[config.mk]
export PLATFORM = sky130hd
export DESIGN_NAME = prbs9_gen
export DESIGN_NICKNAME = d
export VERILOG_FILES = /design/src/rtl/ber_checker_pkg.sv /design/src/rtl/prbs9_gen.sv
export SDC_FILE = /design/constraint.sdc
export NUM_CORES = 1
export LEC_CHECK = 0
export ABC_AREA = 1
export CAP_MARGIN = 0
export CORE_AREA = 10 10 47 49
export DETAILED_ROUTE_END_ITERATION = 10
export DIE_AREA = 0 0 57 59
export SETUP_SLACK_MARGIN = 0.1
export SLEW_MARGIN = 25
export SYNTH_ARGS = -nofsm -noshare
export SYNTH_HDL_FRONTEND = slang
export SYNTH_SLANG_ARGS = --single-unit
[constraint.sdc]
create_clock -name clock -period 1.4 [get_ports clock]
set_input_delay 0.28 -clock clock [delete_from_list [all_inputs] [get_ports clock]]
set_output_delay 0.28 -clock clock [all_outputs]
set_load 0.03 [all_outputs]
[src/rtl/ber_checker_pkg.sv]
// Shared PRBS9 definitions and checker FSM encoding, used by both the
// receive checker and the transmit pattern generator.
package ber_checker_pkg;

    typedef enum logic {
        SEARCH = 1'b0,
        LOCK   = 1'b1
    } ber_state_e;

    localparam logic [8:0] PRBS9_SEED   = 9'h1AA;
    localparam int         PRBS9_TAP_HI = 8;   // x^9
    localparam int         PRBS9_TAP_LO = 4;   // x^5
    localparam int         PRBS9_LEN    = 511;

    function automatic logic prbs9_fb(input logic [8:0] s);
        return s[PRBS9_TAP_HI] ^ s[PRBS9_TAP_LO];
    endfunction

endpackage

[src/rtl/prbs9_gen.sv]
// PRBS9 (x^9+x^5+1) generator; o_bit is the bit shifted in on the next step.
module prbs9_gen
    import ber_checker_pkg::*;
#(
    parameter logic [8:0] SEED = PRBS9_SEED
) (
    input  logic clock,
    input  logic reset,
    input  logic enable,
    output logic o_bit
);
    logic [8:0] state_q;

    assign o_bit = prbs9_fb(state_q);

    always_ff @(posedge clock) begin
        if (reset)       state_q <= SEED;
        else if (enable) state_q <= {state_q[7:0], o_bit};
    end
endmodule

[After elaboration in Yosys (flattened, before gate mapping)]
Index checks and enable logic that the tools add are counted.
Storage, ports and cells
  latch bits: 0
  output and inout port bits: 1
  bits in read-only memories: 0
  bits in writable memories: 0
  input bits: 3
  bits in registers: 9
  memories kept: 0
Cells by class
  add/sub/neg operators: 0
  div/mod/pow operators: 0
  shift operators: 0
  bitwise operators: 1
  muxes and demuxes: 0
  $lt $le $gt $ge: 0
  eq/ne operators: 0
  multiply operators: 0
  reductions and logical operators: 0
Operators with widths (number)
  bitwise XOR 1 bit: 1

[Logic depth before layout (Yosys ltp)]
  depth in word-level cells: 1
  mapped depth: 5
  mapped depth without buffers: 5

[Worst setup path after synthesis]
OpenSTA, ideal clock, no wires.
  path type: register to output
  start: register state_q[4]
  end: output o_bit
  required time: 1120 ps
  arrival: 635 ps
  buffers on the path: 0
  stages on the path, launching flop included: 4
  slack: 485 ps
  cells stage by stage: dfxtp_1 inv_1 nand2_1 nand2_1
On the way
  cells in the longest elaborated chain, start to end: 1
Ends and longest elaborated chain
  start, declared: line prbs9_gen.sv:12  | logic [8:0] state_q;
  start signal, assigned: line prbs9_gen.sv:18  | else if (enable) state_q <= {state_q[7:0], o_bit};
  bitwise XOR 1 bit: line ber_checker_pkg.sv:16  | return s[PRBS9_TAP_HI] ^ s[PRBS9_TAP_LO];
  end, declared: line prbs9_gen.sv:10  | output logic o_bit
Every way passes these cells.

[Final worst setup path]
Ends and elaborated chain as after synthesis.

==> impl_metrics.toml <==
[worst_setup_path]
startpoint_type = "flip-flop"
arrival_ns = 0.96
endpoint_kind = "output port"
cp_slowest_cell = "dfxtp_1"
cp_max_fo = 3
r2r_cells = 5
r2r_slack_ns = 0.67
crit_top_cell = "nand2_1"
worstPathCellList = "inv_1, nand2_1, nand2_1, buf_4"
critical_path_class = "flip-flop to output port"
crit_required_ns = 1.12
slowest_delay_ns = 0.31

[floorplanning]
die_area_sq_um = 3360
start_util_pct = 23.9
fp-row-count = 14
coreArea_sq_um = 1400
die_w_um = 57
fp.dieH_um = 59
ios = 4

[cells_and_area]
diodes = 0
largest_reg_flops = 9
drive_above_1_share_pct = 14.3
largestRegisters = "state_q (9)"
area_growth_pct = 20.9
fin_nets = 53
layout.cells.non_filler = 65
top_register = "state_q"
n_fill_cell = 161

[sta]
tns_ns = 0
finalHoldViolCount = 0
slew_headroom_pct = 88.0
rsz0062_at_grt = "no"
tightest_slew_ns = 0.179
setup_viol = 0
fin_skew_ns = 0.00454
min_period_over_period_pct = 88.5
setup_ws_ns = 0.161
fin_crit_ns = 1.24
fmax_mhz = 807
drv_slew = 0

[logic_synthesis]
synth_area_sq_um = 335
yosysMostFrequentCell = "nand2_1"
synth_fp_nets = 45
synth_async_sr_flop_share_pct = 0
synth_edf_count = 0
postSynthAreaPerCell_sq_um = 7.98
synth_top_cell_by_area = "dfxtp_1"
synth.area.top_cells = "dfxtp_1, nand2_1, o21ai_0"
ys_warn_count = 0
ys_ff_latch = 9
yosysUniqueCellTypes = 11
synth_top_area_share_pct = 53.7
ys.flop_type = "dfxtp_1"
synth_cells = 42
synth.top_cells.by_count = "nand2_1, dfxtp_1, inv_1, nor2_1, o21ai_0"
yosysSeqAreaShare_pct = 53.7

[clocking]
h-tree-depth = 1
root_buffer = "clkbuf_4"
cts_sinks = 9
cts_resized = 0
postCtsHoldBufs = 0
clkTransAtPathRegs_ns = 0.06
cts_tree = "done"
cts_setup_buffers = 0
cts_buffers = 3
insertion_delay_ns = 0.27
clock_path_buffers = 2

[routing]
drtIter0Drc = 2
wl_per_cell_um = 8.83
remaining_drc_errors = 0
first_pass_iters = 2
postRouteAntennaNets = 0
dr_total_vias = 260
vias_per_cell = 4.00
wl_um = 574

[global_routing]
antenna_found_initial = 0
grt_pass1_wl_um = 1020
grt_use_total_pct = 3.98
gr-total-overflow = 0
grt_max_degree = 12
grt_pass1_vias = 274

[power_and_ir_drop]
p_leak_uw = 0.000190
powerDensity_nw_per_um2 = 1370
ir_drop_uv = 614

[place]
finalWeightedCongestion = 0.698
dpl.hpwl_um = 427
post-place-cells = 61
post-place-ws_ns = 0.138
io_buffers = 3

[worst_hold_path]
whs_path_depth = 2
holdCritPathClass = "flip-flop to flip-flop"

[outcome]
status = "finished clean"

[job]
drv_cap = 0
## layer usage
| metal | GRT usage, % | up-vias | wire (um) |
|---|---|---|---|
| met4 | 4.03 | 0 | 19 |
| met3 | 2.58 | 2 | 53 |
| li1 | - | 148 | - |
| met2 | 5.12 | 7 | 189 |
| met1 | 4.16 | 103 | 311 |
| met5 | 0 | - | 0 |
## cells in the final DEF (no fill, tap or decap)
| master | Yosys | routed |
|---|---|---|
| nand3_1 | 3 | 3 |
| nor2_1 | 4 | 4 |
| inv_2 | 1 | 1 |
| nand2_1 | 10 | 10 |
| a21oi_2 | 1 | 1 |
| clkbuf_4 | 0 | 3 |
| clkbuf_1 | 0 | 1 |
| dfxtp_1 | 9 | 9 |
| inv_1 | 5 | 5 |
| o21ai_0 | 4 | 4 |
| clkdlybuf4s50_1 | 0 | 2 |
| o211ai_1 | 2 | 2 |
| a21oi_1 | 2 | 2 |
| buf_4 | 0 | 2 |
## worst max-delay path, delay by kind of cell, from the launching register on
kind	cells	cell delay (ns)
buffers and inverters	2	0.25
flip-flops	1	0.31
AND/OR/NAND/NOR	2	0.14
## where the power goes
group / switching (uW) / internal [uW]
logic: 37.4 / 26.1
clock network: 95.6 / 110
registers: 8.96 / 277
## logic make-up after synthesis
logic type             after synthesis  share of synthesized area (%)
AO/OA/AOI/OAI                        9                           16.0
flip-flops                           9                           53.7
buffers and inverters                7                           10.1
AND/OR/NAND/NOR                     17                           20.1
## per-stage QoR
| stage | hold WS (ns) | cell area, sq um | utilization, % | total power [uW] |
|---|---|---|---|---|
| floorplan | 0.380 | 335 | - | 334 |
| finish | 0.457 | 405 | 28.9 | 555 |
| global placement | 0.442 | 379 | 27.1 | 355 |
| detailed placement | 0.447 | 379 | 27.1 | 356 |
| CTS | 0.463 | 405 | 28.9 | 561 |
| global route | 0.510 | 405 | 28.9 | 579 |
## final timing paths
path                                 start         end
worst min register to register  state_q[3]  state_q[3]
worst min-delay path            state_q[3]  state_q[3]
worst max-delay path            state_q[4]       o_bit
worst max register to register  state_q[4]  state_q[0]
## final cells by class
| class | instances | area [sq um] | area share, % |
|---|---|---|---|
| flip-flops and latches | 9 | 180 | 44.4 |
| multi-input cells | 26 | 121 | 29.9 |
| repair buffers | 4 | 35.0 | 8.64 |
| clock buffers | 4 | 26.3 | 6.48 |
| inverters | 6 | 22.5 | 5.56 |
| well taps | 16 | 20.0 | 4.94 |
(Power assumes the default switching activity.)
